[config.mk]
export PLATFORM = sky130hd
export DESIGN_NAME = ddsm_cfg_loader_flat
export DESIGN_NICKNAME = d
export VERILOG_FILES = /design/src/rtl/ddsm_cfg_loader_pkg.sv /design/src/rtl/ddsm_cfg_loader_if.sv /design/src/rtl/ddsm_cfg_loader_sync.sv /design/src/rtl/ddsm_cfg_loader.sv /design/src/flat_wrapper.sv
export SDC_FILE = /design/constraint.sdc
export NUM_CORES = 1
export LEC_CHECK = 0
export CAP_MARGIN = 20
export CELL_PAD_IN_SITES_DETAIL_PLACEMENT = 1
export CELL_PAD_IN_SITES_GLOBAL_PLACEMENT = 1
export CORE_MARGIN = 1.5
export CORE_UTILIZATION = 44
export DETAILED_ROUTE_END_ITERATION = 16
export PLACE_DENSITY = 0.89
export SETUP_SLACK_MARGIN = 0.5
export SYNTH_ARGS = -nofsm -noshare
export SYNTH_HDL_FRONTEND = slang
export SYNTH_SLANG_ARGS = --single-unit
[constraint.sdc]
create_clock -name i_clk -period 2.1 [get_ports i_clk]
set_input_delay 0.315 -clock i_clk [delete_from_list [all_inputs] [get_ports i_clk]]
set_output_delay 0.315 -clock i_clk [all_outputs]
set_load 0.01 [all_outputs]
[src/rtl/ddsm_cfg_loader_pkg.sv]
// Shared constants, field positions, FSM states and config word for the DDSM serial config loader.
// Imported by the loader RTL and its bench.
package ddsm_cfg_pkg;

    localparam int          CFG_FRAME_LEN    = 24;
    localparam logic [1:0]  CFG_CMD_WRITE    = 2'b10;
    localparam logic [3:0]  CFG_MASH_BIT_MAX = 4'd8;

    localparam int CMD_MSB   = 23;
    localparam int CMD_LSB   = 22;
    localparam int SEED_MSB  = 21;
    localparam int SEED_LSB  = 10;
    localparam int ORDER_MSB = 9;
    localparam int ORDER_LSB = 8;
    localparam int MASH_MSB  = 7;
    localparam int MASH_LSB  = 4;
    localparam int MRST_BIT  = 3;
    localparam int PADJ_BIT  = 2;
    localparam int FRAC_BIT  = 1;
    localparam int PAR_BIT   = 0;

    localparam int         CNT_W   = 5;
    localparam logic [4:0] CNT_SAT = 5'd25;

    typedef enum logic [1:0] {
        IDLE  = 2'd0,
        SHIFT = 2'd1,
        CHECK = 2'd2
    } cfg_state_e;

    typedef struct packed {
        logic [11:0] seed;
        logic [1:0]  sel_order;
        logic [3:0]  mash_bit;
        logic        mashreseten;
        logic        phaseadjusten;
        logic        sel_frac;
    } cfg_t;

    function automatic logic mash_bit_ok(input logic [3:0] m);
        return (m <= CFG_MASH_BIT_MAX);
    endfunction

endpackage

[src/rtl/ddsm_cfg_loader_if.sv]
// Configuration word handed from the serial loader (master) to the DDSM input-sync stage (slave).
// All fields change together, qualified by a one-cycle o_cfg_valid pulse.
interface ddsm_cfg_loader_if;
    logic [11:0] o_seed;
    logic [1:0]  o_sel_order;
    logic [3:0]  o_mash_bit;
    logic        o_mashreseten;
    logic        o_phaseadjusten;
    logic        o_sel_frac;
    logic        o_cfg_valid;

    modport master (
        output o_seed, o_sel_order, o_mash_bit, o_mashreseten,
               o_phaseadjusten, o_sel_frac, o_cfg_valid
    );

    modport slave (
        input  o_seed, o_sel_order, o_mash_bit, o_mashreseten,
               o_phaseadjusten, o_sel_frac, o_cfg_valid
    );
endinterface

[src/rtl/ddsm_cfg_loader_sync.sv]
// cfg_sync_2ff: 1-bit two-stage synchroniser with async active-high reset to RST_VAL.
// Latency 2 cycles; no backpressure.
module cfg_sync_2ff #(
    parameter logic RST_VAL = 1'b0
) (
    input  logic clk,
    input  logic rst,
    input  logic d,
    output logic q
);
    logic meta;

    always_ff @(posedge clk or posedge rst) begin
        if (rst) begin
            meta <= RST_VAL;
            q    <= RST_VAL;
        end else begin
            meta <= d;
            q    <= meta;
        end
    end
endmodule

[src/rtl/ddsm_cfg_loader.sv]
// Serial 3-wire config loader: validates 24-bit WRITE frames and atomically updates the DDSM config word.
// Latency: outputs update 4 cycles after csn pin rises; no backpressure (source paces sclk). Parity check under DDSM_CFG_PARITY_CHECK_EN.
module ddsm_cfg_loader
    import ddsm_cfg_pkg::*;
#(
    parameter int FRAME_LEN = CFG_FRAME_LEN
) (
    input  logic                i_clk,
    input  logic                i_ff_rst,
    input  logic                i_csn,
    input  logic                i_sclk,
    input  logic                i_sdi,
    ddsm_cfg_loader_if.master   cfg,
    output logic                o_frame_err,
    output logic                o_busy
);

    logic csn_s, sclk_s, sdi_s;
    logic csn_d3, sclk_d3;
    logic csn_rise, sclk_rise;

    // csn syncs to its idle (high) level so reset never looks like a frame start.
    cfg_sync_2ff #(.RST_VAL(1'b1)) u_sync_csn  (.clk(i_clk), .rst(i_ff_rst), .d(i_csn),  .q(csn_s));
    cfg_sync_2ff #(.RST_VAL(1'b0)) u_sync_sclk (.clk(i_clk), .rst(i_ff_rst), .d(i_sclk), .q(sclk_s));
    cfg_sync_2ff #(.RST_VAL(1'b0)) u_sync_sdi  (.clk(i_clk), .rst(i_ff_rst), .d(i_sdi),  .q(sdi_s));

    always_ff @(posedge i_clk or posedge i_ff_rst) begin
        if (i_ff_rst) begin
            csn_d3  <= 1'b1;
            sclk_d3 <= 1'b0;
        end else begin
            csn_d3  <= csn_s;
            sclk_d3 <= sclk_s;
        end
    end

    assign csn_rise  = csn_s  & ~csn_d3;
    assign sclk_rise = sclk_s & ~sclk_d3;

    cfg_state_e             state, state_nxt;
    logic [FRAME_LEN-1:0]   shreg;
    logic [CNT_W-1:0]       cnt;
    logic                   clr, shift_en, load, reject;
    logic                   frame_ok, par_ok;
    cfg_t                   cfg_q, frame_cfg;
    logic                   cfg_valid_q, frame_err_q;

`ifdef DDSM_CFG_PARITY_CHECK_EN
    assign par_ok = ~^shreg;
`else
    assign par_ok = 1'b1;
`endif

    assign frame_ok = (cnt == CNT_W'(FRAME_LEN))
                    && (shreg[CMD_MSB:CMD_LSB] == CFG_CMD_WRITE)
                    && mash_bit_ok(shreg[MASH_MSB:MASH_LSB])
                    && par_ok;

    assign frame_cfg = '{
        seed:          shreg[SEED_MSB:SEED_LSB],
        sel_order:     shreg[ORDER_MSB:ORDER_LSB],
        mash_bit:      shreg[MASH_MSB:MASH_LSB],
        mashreseten:   shreg[MRST_BIT],
        phaseadjusten: shreg[PADJ_BIT],
        sel_frac:      shreg[FRAC_BIT]
    };

    always_ff @(posedge i_clk or posedge i_ff_rst) begin
        if (i_ff_rst) state <= IDLE;
        else          state <= state_nxt;
    end

    always_comb begin
        state_nxt = state;
        clr       = 1'b0;
        shift_en  = 1'b0;
        load      = 1'b0;
        reject    = 1'b0;
        case (state)
            IDLE: begin
                if (!csn_s) begin
                    state_nxt = SHIFT;
                    clr       = 1'b1;
                end
            end
            SHIFT: begin
                shift_en = sclk_rise;
                if (csn_rise) state_nxt = CHECK;
            end
            CHECK: begin
                state_nxt = IDLE;
                load      = frame_ok;
                reject    = ~frame_ok;
            end
            default: state_nxt = IDLE;
        endcase
    end

    always_ff @(posedge i_clk or posedge i_ff_rst) begin
        if (i_ff_rst) begin
            shreg       <= '0;
            cnt         <= '0;
            cfg_q       <= '0;
            cfg_valid_q <= 1'b0;
            frame_err_q <= 1'b0;
        end else begin
            cfg_valid_q <= load;
            frame_err_q <= reject;
            if (load) cfg_q <= frame_cfg;
            if (clr) begin
                shreg <= '0;
                cnt   <= '0;
            end else if (shift_en) begin
                shreg <= {shreg[FRAME_LEN-2:0], sdi_s};
                if (cnt != CNT_SAT) cnt <= cnt + 5'd1;
            end
        end
    end

    assign cfg.o_seed          = cfg_q.seed;
    assign cfg.o_sel_order     = cfg_q.sel_order;
    assign cfg.o_mash_bit      = cfg_q.mash_bit;
    assign cfg.o_mashreseten   = cfg_q.mashreseten;
    assign cfg.o_phaseadjusten = cfg_q.phaseadjusten;
    assign cfg.o_sel_frac      = cfg_q.sel_frac;
    assign cfg.o_cfg_valid     = cfg_valid_q;
    assign o_frame_err         = frame_err_q;
    assign o_busy              = (state != IDLE);

endmodule

[src/flat_wrapper.sv]
// flat-port wrapper written by rule: the top's interface ports become plain ports
module ddsm_cfg_loader_flat import ddsm_cfg_pkg::*;
#(
    parameter int FRAME_LEN = CFG_FRAME_LEN
)
  (i_clk, i_ff_rst, i_csn, i_sclk, i_sdi, o_frame_err, o_busy, cfg_o_seed, cfg_o_sel_order, cfg_o_mash_bit, cfg_o_mashreseten, cfg_o_phaseadjusten, cfg_o_sel_frac, cfg_o_cfg_valid);
  ddsm_cfg_loader_if cfg_i ();
  input  logic i_clk;
  input  logic i_ff_rst;
  input  logic i_csn;
  input  logic i_sclk;
  input  logic i_sdi;
  output logic o_frame_err;
  output logic o_busy;
  output wire logic [$bits(cfg_i.o_seed)-1:0] cfg_o_seed;
  output wire logic [$bits(cfg_i.o_sel_order)-1:0] cfg_o_sel_order;
  output wire logic [$bits(cfg_i.o_mash_bit)-1:0] cfg_o_mash_bit;
  output wire logic [$bits(cfg_i.o_mashreseten)-1:0] cfg_o_mashreseten;
  output wire logic [$bits(cfg_i.o_phaseadjusten)-1:0] cfg_o_phaseadjusten;
  output wire logic [$bits(cfg_i.o_sel_frac)-1:0] cfg_o_sel_frac;
  output wire logic [$bits(cfg_i.o_cfg_valid)-1:0] cfg_o_cfg_valid;
  assign cfg_o_seed = cfg_i.o_seed;
  assign cfg_o_sel_order = cfg_i.o_sel_order;
  assign cfg_o_mash_bit = cfg_i.o_mash_bit;
  assign cfg_o_mashreseten = cfg_i.o_mashreseten;
  assign cfg_o_phaseadjusten = cfg_i.o_phaseadjusten;
  assign cfg_o_sel_frac = cfg_i.o_sel_frac;
  assign cfg_o_cfg_valid = cfg_i.o_cfg_valid;
  ddsm_cfg_loader #(.FRAME_LEN(FRAME_LEN)) u_core (.i_clk(i_clk), .i_ff_rst(i_ff_rst), .i_csn(i_csn), .i_sclk(i_sclk), .i_sdi(i_sdi), .cfg(cfg_i), .o_frame_err(o_frame_err), .o_busy(o_busy));
endmodule
Word-level counts from Yosys, hierarchy flattened
Cells that the tools add are included.

Register bits: 62. Input bits: 5. Output and inout port bits: 24. Logic and storage cells: 54.

Add/sub/neg operators: 1. $lt $le $gt $ge: 1. Equal/unequal tests: 7. Muxes and demuxes: 13. Bitwise gates (word level): 5. Reduce and logical (&&, ||, !) cells: 8.

Operators with widths (number): 24-bit 2-to-1 mux (2); 5-bit 2-to-1 mux (3); 2-bit nonzero test (3); 5-bit by 1-bit adder with 5-bit output, second input constant (1); 5-bit equality test, second input constant (1); 1-bit 2-to-1 mux (5); 5-bit inequality test, second input constant (1); 2-bit equality test, second input constant (2); 4-bit <= comparator, second input constant (1); 2-bit 2-to-1 mux (2); 2-bit case mux with 2 select lines (1); 2-bit AND reduction (2); 1-bit inverter (3); 1-bit bitwise AND (2); 2-bit by 1-bit equality test with 1-bit output, second input constant (1); 1-bit logical AND (2); 2-bit zero test (1); 2-bit by 1-bit inequality test with 1-bit output, second input constant (1); 2-bit inequality test, second input constant (1).

Logic depth before layout (Yosys ltp)
Gate-level depths: netlist of the first run.

Word-level depth: 5. Mapped depth: 6.

Hierarchy
Synthesis of the first run repeated with hierarchy kept, for this count alone.

Cell total of the unflattened synthesis: 161. Area, all modules: 2438.6 µm².

Modules (own cells, without submodules): ddsm_cfg_loader (instances 1, cells an instance 152, area an instance 2274.7 µm²); cfg_sync_2ff (u_core.u_sync_sclk ...) (instances 2, cells an instance 3, area an instance 53.8 µm²); cfg_sync_2ff (u_core.u_sync_csn) (instances 1, cells an instance 3, area an instance 56.3 µm²).

Worst setup path after synthesis of the first run
No wires, ideal clock.

Kind: register -> register. Start point: register u_core.shreg[6]. End point: register u_core.cfg_q, in the netlist u_core.cfg.o_mash_bit[0]. Library setup time: 125 ps. Arrival: 1665 ps. Required time: 1975 ps. Path slack: 309 ps. Cell stages (with the launch flop): 5. Path buffers: 1. Cell sequence: dfrtp_1 o31a_1 or4_4 buf_6 mux2_4.

Word-level cells in the longest chain between the ends: 3.

Ends and longest elaborated chain: from (decl) (line ddsm_cfg_loader.sv:41) `logic [FRAME_LEN-1:0] shreg;`; from (signal assigned) (line ddsm_cfg_loader.sv:114) `shreg <= {shreg[FRAME_LEN-2:0], sdi_s};`; 4-bit <= comparator (line ddsm_cfg_loader_pkg.sv:41) `return (m <= CFG_MASH_BIT_MAX);`; 1-bit logical AND (line ddsm_cfg_loader.sv:56) `&& mash_bit_ok(shreg[MASH_MSB:MASH_LSB])`; 1-bit 2-to-1 mux (line ddsm_cfg_loader.sv:79) `case (state)`; to (signal assigned) (line ddsm_cfg_loader.sv:109) `if (load) cfg_q <= frame_cfg;`; to (decl) (line ddsm_cfg_loader.sv:45) `cfg_t cfg_q, frame_cfg;`.

No other way between the ends. A chain may end at the register's enable or synchronous reset.

Final worst setup path of the first run
Start point: register u_core.cnt[2]. End point: register u_core.cfg_q, in the netlist u_core.cfg.o_seed[2].

Word-level cells in the longest chain between the ends: 4.

Ends and longest elaborated chain: from (decl) (line ddsm_cfg_loader.sv:42) `logic [CNT_W-1:0] cnt;`; from (signal assigned) (line ddsm_cfg_loader.sv:115) `if (cnt != CNT_SAT) cnt <= cnt + 5'd1;`; 5-bit equality test (line ddsm_cfg_loader.sv:54) `assign frame_ok = (cnt == CNT_W'(FRAME_LEN))`; 1-bit logical AND (line ddsm_cfg_loader.sv:55) `&& (shreg[CMD_MSB:CMD_LSB] == CFG_CMD_WRITE)`; 1-bit logical AND (line ddsm_cfg_loader.sv:56); 1-bit 2-to-1 mux (line ddsm_cfg_loader.sv:79).

No other way between the ends.

==> results of run 1 <==
## layout make-up
class                      instances  area share [%]
clock buffer                      11            4.39
clock inverter                     5           0.777
inverter                           4           0.583
multi-input combinational        133            30.3
sequential                        62            48.3
tap                               72            2.80
timing repair buffer              43            12.9
## registers in the layout, summed over array words and instances (netlist names)
register,cells
u_core.shreg,24
u_core.cfg.o_seed,12
u_core.cnt,5
u_core.cfg.o_mash_bit,4
u_core.cfg.o_sel_order,2
u_core.state,2
u_core.cfg.o_cfg_valid,1
u_core.cfg.o_mashreseten,1
u_core.cfg.o_phaseadjusten,1
u_core.cfg.o_sel_frac,1
u_core.csn_d3,1
u_core.o_frame_err,1
u_core.sclk_d3,1
u_core.u_sync_csn.meta,1
u_core.u_sync_csn.q,1
u_core.u_sync_sclk.meta,1
u_core.u_sync_sclk.q,1
u_core.u_sync_sdi.meta,1
u_core.u_sync_sdi.q,1
## path summary, 6_finish.rpt
| path | end | slack, ns | cells past startpoint |
|---|---|---|---|
| max | u_core.cfg.o_seed[2] | 0.16 | 4 |
| min reg2reg | u_core.u_sync_csn.q | 0.36 | 0 |
| min in group i_clk | u_core.u_sync_csn.q | 0.36 | 0 |
| max in group asynchronous | u_core.shreg[15] | 1.18 | 3 |
| max reg2reg | u_core.cfg.o_seed[2] | 0.16 | 4 |
| min | u_core.shreg[11] | 0.35 | 2 |
## where the power goes
part           total [mW]  internal, mW  leakage, nW  switching, mW
clock               0.909         0.450       0.0926          0.460
combinational       0.225         0.101        0.566          0.123
sequential           1.25          1.22        0.837         0.0261
## synth_stat cells (3+ instances only)
cell	number	area, µm²
sky130_fd_sc_hd__clkbuf_1	9	33.8
sky130_fd_sc_hd__dfstp_2	3	78.8
sky130_fd_sc_hd__or3_1	3	18.8
sky130_fd_sc_hd__inv_1	4	15.0
sky130_fd_sc_hd__nand2_1	51	191
sky130_fd_sc_hd__mux2_4	20	300
sky130_fd_sc_hd__a21oi_1	27	135
sky130_fd_sc_hd__ha_1	3	37.5
sky130_fd_sc_hd__dfrtp_1	59	1480
## layout by cell type (no fill, tap or decap), types with 3 or more instances in the layout
| cell type | count |
|---|---|
| sky130_fd_sc_hd__nand2_1 | 51 |
| sky130_fd_sc_hd__clkdlybuf4s50_1 | 24 |
| sky130_fd_sc_hd__buf_6 | 3 |
| sky130_fd_sc_hd__dfstp_2 | 3 |
| sky130_fd_sc_hd__dfrtp_1 | 58 |
| sky130_fd_sc_hd__a21oi_1 | 26 |
| sky130_fd_sc_hd__or4_4 | 5 |
| sky130_fd_sc_hd__or3_1 | 3 |
| sky130_fd_sc_hd__buf_4 | 12 |
| sky130_fd_sc_hd__clkbuf_8 | 10 |
| sky130_fd_sc_hd__mux2_4 | 20 |
| sky130_fd_sc_hd__clkinv_2 | 5 |
## logic make-up after synthesis
| group | share of synthesized area [%] |
|---|---|
| AND/OR/NAND/NOR | 13.5 |
| multiplexers | 12.4 |
| adder cells (fa/ha/maj) | 1.50 |
| flip-flops | 62.1 |
| buffers and inverters | 2.85 |
| AO/OA/AOI/OAI | 7.69 |
## routing by layer
layer / part of all wire [%] / vias to the layer above / GRT usage [%] / wire length, µm
met5: 0 / - / 0 / 0
met4: 3.9 / 0 / 16.6 / 270
met3: 3.7 / 24 / 5.00 / 255
met2: 51 / 61 / 39.0 / 3530
met1: 41 / 954 / 27.7 / 2810
li1: - / 801 / - / -
## worst max-delay path, cell delays in order (launching register included)
cell and delay (ns):
sky130_fd_sc_hd__dfrtp_1 0.47, sky130_fd_sc_hd__nand4b_1 0.31, sky130_fd_sc_hd__buf_4 0.21, sky130_fd_sc_hd__or4_4 0.51, sky130_fd_sc_hd__mux2_4 0.33
## metrics by stage
step                utilization [%]  std cells  total power, mW
floorplan                         -        207             1.36
global placement               52.7        303             1.41
detailed placement             52.7        303             1.43
CTS                            57.6        329             2.37
global route                   58.5        330             2.47
finish                         58.5        330             2.38
## what timing repair did
item | CTS | global route
gates cloned | 3 | 0
hold buffers | 0 | 0
buffers inserted | 7 | 1
pin swaps | 4 | 2
resized for setup | 12 | 13
endpoints found under the setup margin | 26 | 28
endpoints found under the hold margin | 0 | 0
==> flow_summary.ini, run 1 <==
[clocking]
clock-sinks = 62
clkSlewWorstSetupHoldPaths_ns = 0.06
clock-root-buffer = sky130_fd_sc_hd__clkbuf_8
clk-insertion-delay-late_ns = 0.35
tritoncts = built
ctsHtreeMaxLevel = 3
ctsLongestPathBuffers = 2
cts_buffers = 9

[drt]
avgRoutedWirePerCell_um = 20.8
detailroute.via_count = 1840
drt.antenna.violating_nets = 0
drc = 0
drt_iter0_drc = 139
drt_first_pass_iters = 4
route.detailed.vias_per_inst = 5.58
routed_wl_um = 6870

[timing]
count_of_final_max_slew_check_failures = 0
final_hold_violations = 0
rsz0062_at_grt = yes
achievable-frequency_mhz = 515
finalClockSkew_ns = 0.00817
fin_setup_tns_ns = 0
timing.final.crit_share_pct = 92.5
finalSetupViolCount = 0
timing.slew.headroom_pct = 68.7
min_period_ns = 1.94
timing.hold.ws_ns = 0.354
worst_pin_slew_ns = 0.469
fin_ws_ns = 0.157

[grt]
first_pass_grt_wire_length_um = 10700
overflow = 0
maximum_number_of_pins_on_one_net_before_global_route_repair = 44
grt_util_all_layers_pct = 23.7
grt_antenna_before_repair = 0
grt_pass1_vias = 2059

[worst_setup_path]
worstPathRequired_ns = 2.33
critical_path.max_fanout = 7
worst_setup_path_type = flop to flop
critPathLaunch = u_core.cnt[2]
crit_end_element = flop
worstSetupStartpointType = flop
reg2reg_from = u_core.cnt[2]
worst_ep_arrival_time_ns = 2.17

[layout]
multi_input_area_um2 = 975
insertedDiodeCount = 0
post-route-cell-area_um2 = 3220
seqCellArea_um2 = 1560
area_growth_syn_to_layout_pct = 28.5
final_nets = 261
share_of_cells_above_drive_strength_1_pct = 27.9
fillers = 568

[pwr]
power_density_nw_per_um2 = 740
highest_ir_drop_seen_on_vdd_mv = 0.331
pleak_nw = 1.50

[synthesis]
synth_edf_count = 0
synthFlopType = sky130_fd_sc_hd__dfrtp_1
synth-seq-area-share_pct = 62.1
synth.net_count = 215
postSynthAreaPerCell_um2 = 12.1
synth.lib_cells_used.distinct = 29
async_reset_ff_share_pct = 100
syn-instance-count = 207
synth-warning-count = 0
synthesized_flop_and_latch_total = 62
synth_area_um2 = 2510

[place]
place_congestion = 0.769
place.detailed.hpwl_um = 3470
postPlaceCellArea_um2 = 2900
io_buffer_count = 28
place_worst_setup_slack_ns = 0.159

[floorplanning]
effective_utilization_at_floorplan_pct = 45.5
io_pins = 29
dieArea_um2 = 6160
core.rowCount = 27
die-height_um = 78.5
die_w_um = 78.5
core_um2 = 5510

[worst_hold_path]
worst_hold_path_type = primary input to async pin

[outcome]
run_status = finished, final reports clean

[flow_run]
cap_viol_max_count = 0
Power figures use the tool's default switching activity.
==> run 2: changes to the inputs <==
Settings changed: TNS_END_PERCENT set to 1.
Clock period 2.1 ns to 2.5 ns, I/O delays scaled along.
==> run 2 against run 1 <==
  * Largest power group unchanged
  * Total power fell by 18%
  * Die area did not move
  * Highest routed layer unchanged
  * Routed wire length fell by 16%
  * Clock power fell by 15%
  * Maximum frequency fell by 1.3%
  * Global-route usage fell by 4.1 points
  * Largest cell class unchanged
  * Core utilization fell by 2.2 points
==> flow_summary.ini, run 2 (synthesis results as in run 1) <==
[outcome]
run_status = finished, final reports clean

[pwr]
p_comb_share_pct = 6.9
power_density_nw_per_um2 = 633
highest_ir_drop_seen_on_vdd_mv = 0.324
pwr-share-clk_pct = 39.5
pleak_nw = 1.41
power.share.sequential_pct = 53.6
internal_power_of_the_cells_mw = 1.47
post-layout-total-power_mw = 1.96
switching_share_pct = 25.2
p_sw_mw = 0.494

[layout]
area_growth_syn_to_layout_pct = 23.6
layout_common_cells = sky130_fd_sc_hd__dfrtp_1, sky130_fd_sc_hd__nand2_1, sky130_fd_sc_hd__a21oi_1, sky130_fd_sc_hd__clkdlybuf4s50_1, sky130_fd_sc_hd__mux2_4
final_nets = 252
fillers = 588
register_with_the_most_flip_flops = u_core.shreg
insertedDiodeCount = 0
final_common_cell = sky130_fd_sc_hd__dfrtp_1
share_of_cells_above_drive_strength_1_pct = 22.1
largest_register_ffs = 24
finish.utilization_pct = 56.2

[floorplanning]
dieArea_um2 = 6160
core.rowCount = 27
io_pins = 29
die-height_um = 78.5
core_um2 = 5510
effective_utilization_at_floorplan_pct = 45.5
die_w_um = 78.5

[worst_setup_path]
timing.critical_path.slowest_stage_cell = sky130_fd_sc_hd__or4_4
worst_ep_arrival_time_ns = 2.19
critPathMaxStageDelay_ns = 0.65
crit_end_element = flop
worst_setup_path_type = flop to flop
crit_path_cell_trace = inv_1 -> ha_1 -> nand4b_1 -> or4_4 -> mux2_4
r2r_cells = 5
worstSetupStartpointType = flop
critical_path.max_fanout = 6
worstPathRequired_ns = 2.73

[place]
io_buffer_count = 28
place.detailed.hpwl_um = 3390
place_congestion = 0.757

[grt]
first_pass_grt_wire_length_um = 8950
grt_pass1_vias = 1758
maximum_number_of_pins_on_one_net_before_global_route_repair = 63
grt_antenna_before_repair = 0
overflow = 0
grt_util_all_layers_pct = 19.7

[drt]
drt_iter0_drc = 92
drt_first_pass_iters = 4
drc = 0
avgRoutedWirePerCell_um = 17.9
detailroute.via_count = 1698
routed_wl_um = 5740
drt.antenna.violating_nets = 0
route.detailed.vias_per_inst = 5.29

[timing]
timing.slew.headroom_pct = 71.6
rsz0062_at_grt = yes
fin_setup_tns_ns = 0
finalSetupViolCount = 0
worst_pin_slew_ns = 0.426
achievable-frequency_mhz = 508
min_period_ns = 1.97
count_of_final_max_slew_check_failures = 0
timing.final.crit_share_pct = 78.7
finalClockSkew_ns = 0.0119
timing.hold.ws_ns = 0.357
final_hold_violations = 0

[clocking]
clock-root-buffer = sky130_fd_sc_hd__clkbuf_8
ctsLongestPathBuffers = 2
clock-sinks = 62
tritoncts = built
cts_buffers = 9
clkSlewWorstSetupHoldPaths_ns = 0.07
clk-insertion-delay-late_ns = 0.34
ctsHoldBuffers = 0
ctsHtreeMaxLevel = 3

[flow_run]
cap_viol_max_count = 0

[worst_hold_path]
min_delay_path_depth = 0
worst_hold_path_type = flop to flop
[run 2: cell types whose count changed in the layout (fill, tap and decap cells not counted), moves of 2 or more]
cell                              previous run  this run
sky130_fd_sc_hd__or4_4                       5         3
sky130_fd_sc_hd__buf_4                      12         6
sky130_fd_sc_hd__clkdlybuf4s50_1            24        27
sky130_fd_sc_hd__buf_6                       3         0
sky130_fd_sc_hd__clkinv_2                    5         3
sky130_fd_sc_hd__inv_1                       1         3
[run 2: routing by layer]
| layer | vias to the layer above | part of all wire, % | track usage (%) |
|---|---|---|---|
| met2 | 37 | 52 | 33.6 |
| met3 | 9 | 3.3 | 5.58 |
| li1 | 778 | - | - |
| met1 | 874 | 43 | 22.9 |
| met4 | 0 | 1.9 | 9.11 |
| met5 | - | 0 | 0 |
[run 2: what timing repair did]
action                     in CTS  in global routing
gates cloned                    0                  2
resized for setup               2                  4
setup endpoints to repair       1                 23
pin swaps                       0                  2
buffers inserted                0                  2
[run 2: layout make-up]
cell class	instances	area [µm²]	area share [%]
tap	72	90.1	2.91
timing repair buffer	35	344	11.1
clock buffer	12	145	4.69
inverter	4	15.0	0.485
sequential	62	1560	50.3
multi-input combinational	132	922	29.8
clock inverter	4	22.5	0.727
[run 2: power by group through the flow]
stage          clock network [mW]  registers (mW)  logic [mW]
3_5_place_dp                    0            1.07       0.122
5_1_grt                     0.832            1.05       0.152
6_report                    0.773            1.05       0.135
2_1_floorplan                   0            1.06      0.0761
4_1_cts                     0.779            1.05       0.122
3_3_place_gp                    0            1.07       0.114
[run 2: metrics by stage]
stage,std cells,setup slack (ns),area (µm²)
3_5_place_dp,301,0.524,2890
3_3_place_gp,301,0.587,2890
5_1_grt,321,0.479,3100
4_1_cts,317,0.500,3050
2_1_floorplan,207,0.589,2510
6_report,321,0.532,3100
[run 2: worst max-delay path: cells and delay by family (launching register included)]
kind	cells	cell delay, ns
fa+ha+maj	1	0.18
buf+inv	1	0.07
flops	1	0.43
simple gates	2	0.84
mux	1	0.34
[run 2: path summary, 6_finish.rpt]
kind,slack [ns],end,startpoint
worst min register to register,0.36,u_core.u_sync_csn.q,u_core.u_sync_csn.meta
min in group asynchronous,0.42,u_core.cfg.o_seed[1],i_ff_rst
worst min-delay path,0.36,u_core.u_sync_csn.q,u_core.u_sync_csn.meta
max in group asynchronous,1.77,u_core.csn_d3,i_ff_rst
worst max register to register,0.53,u_core.cfg.o_mashreseten,u_core.cnt[0]
worst max-delay path,0.53,u_core.cfg.o_mashreseten,u_core.cnt[0]
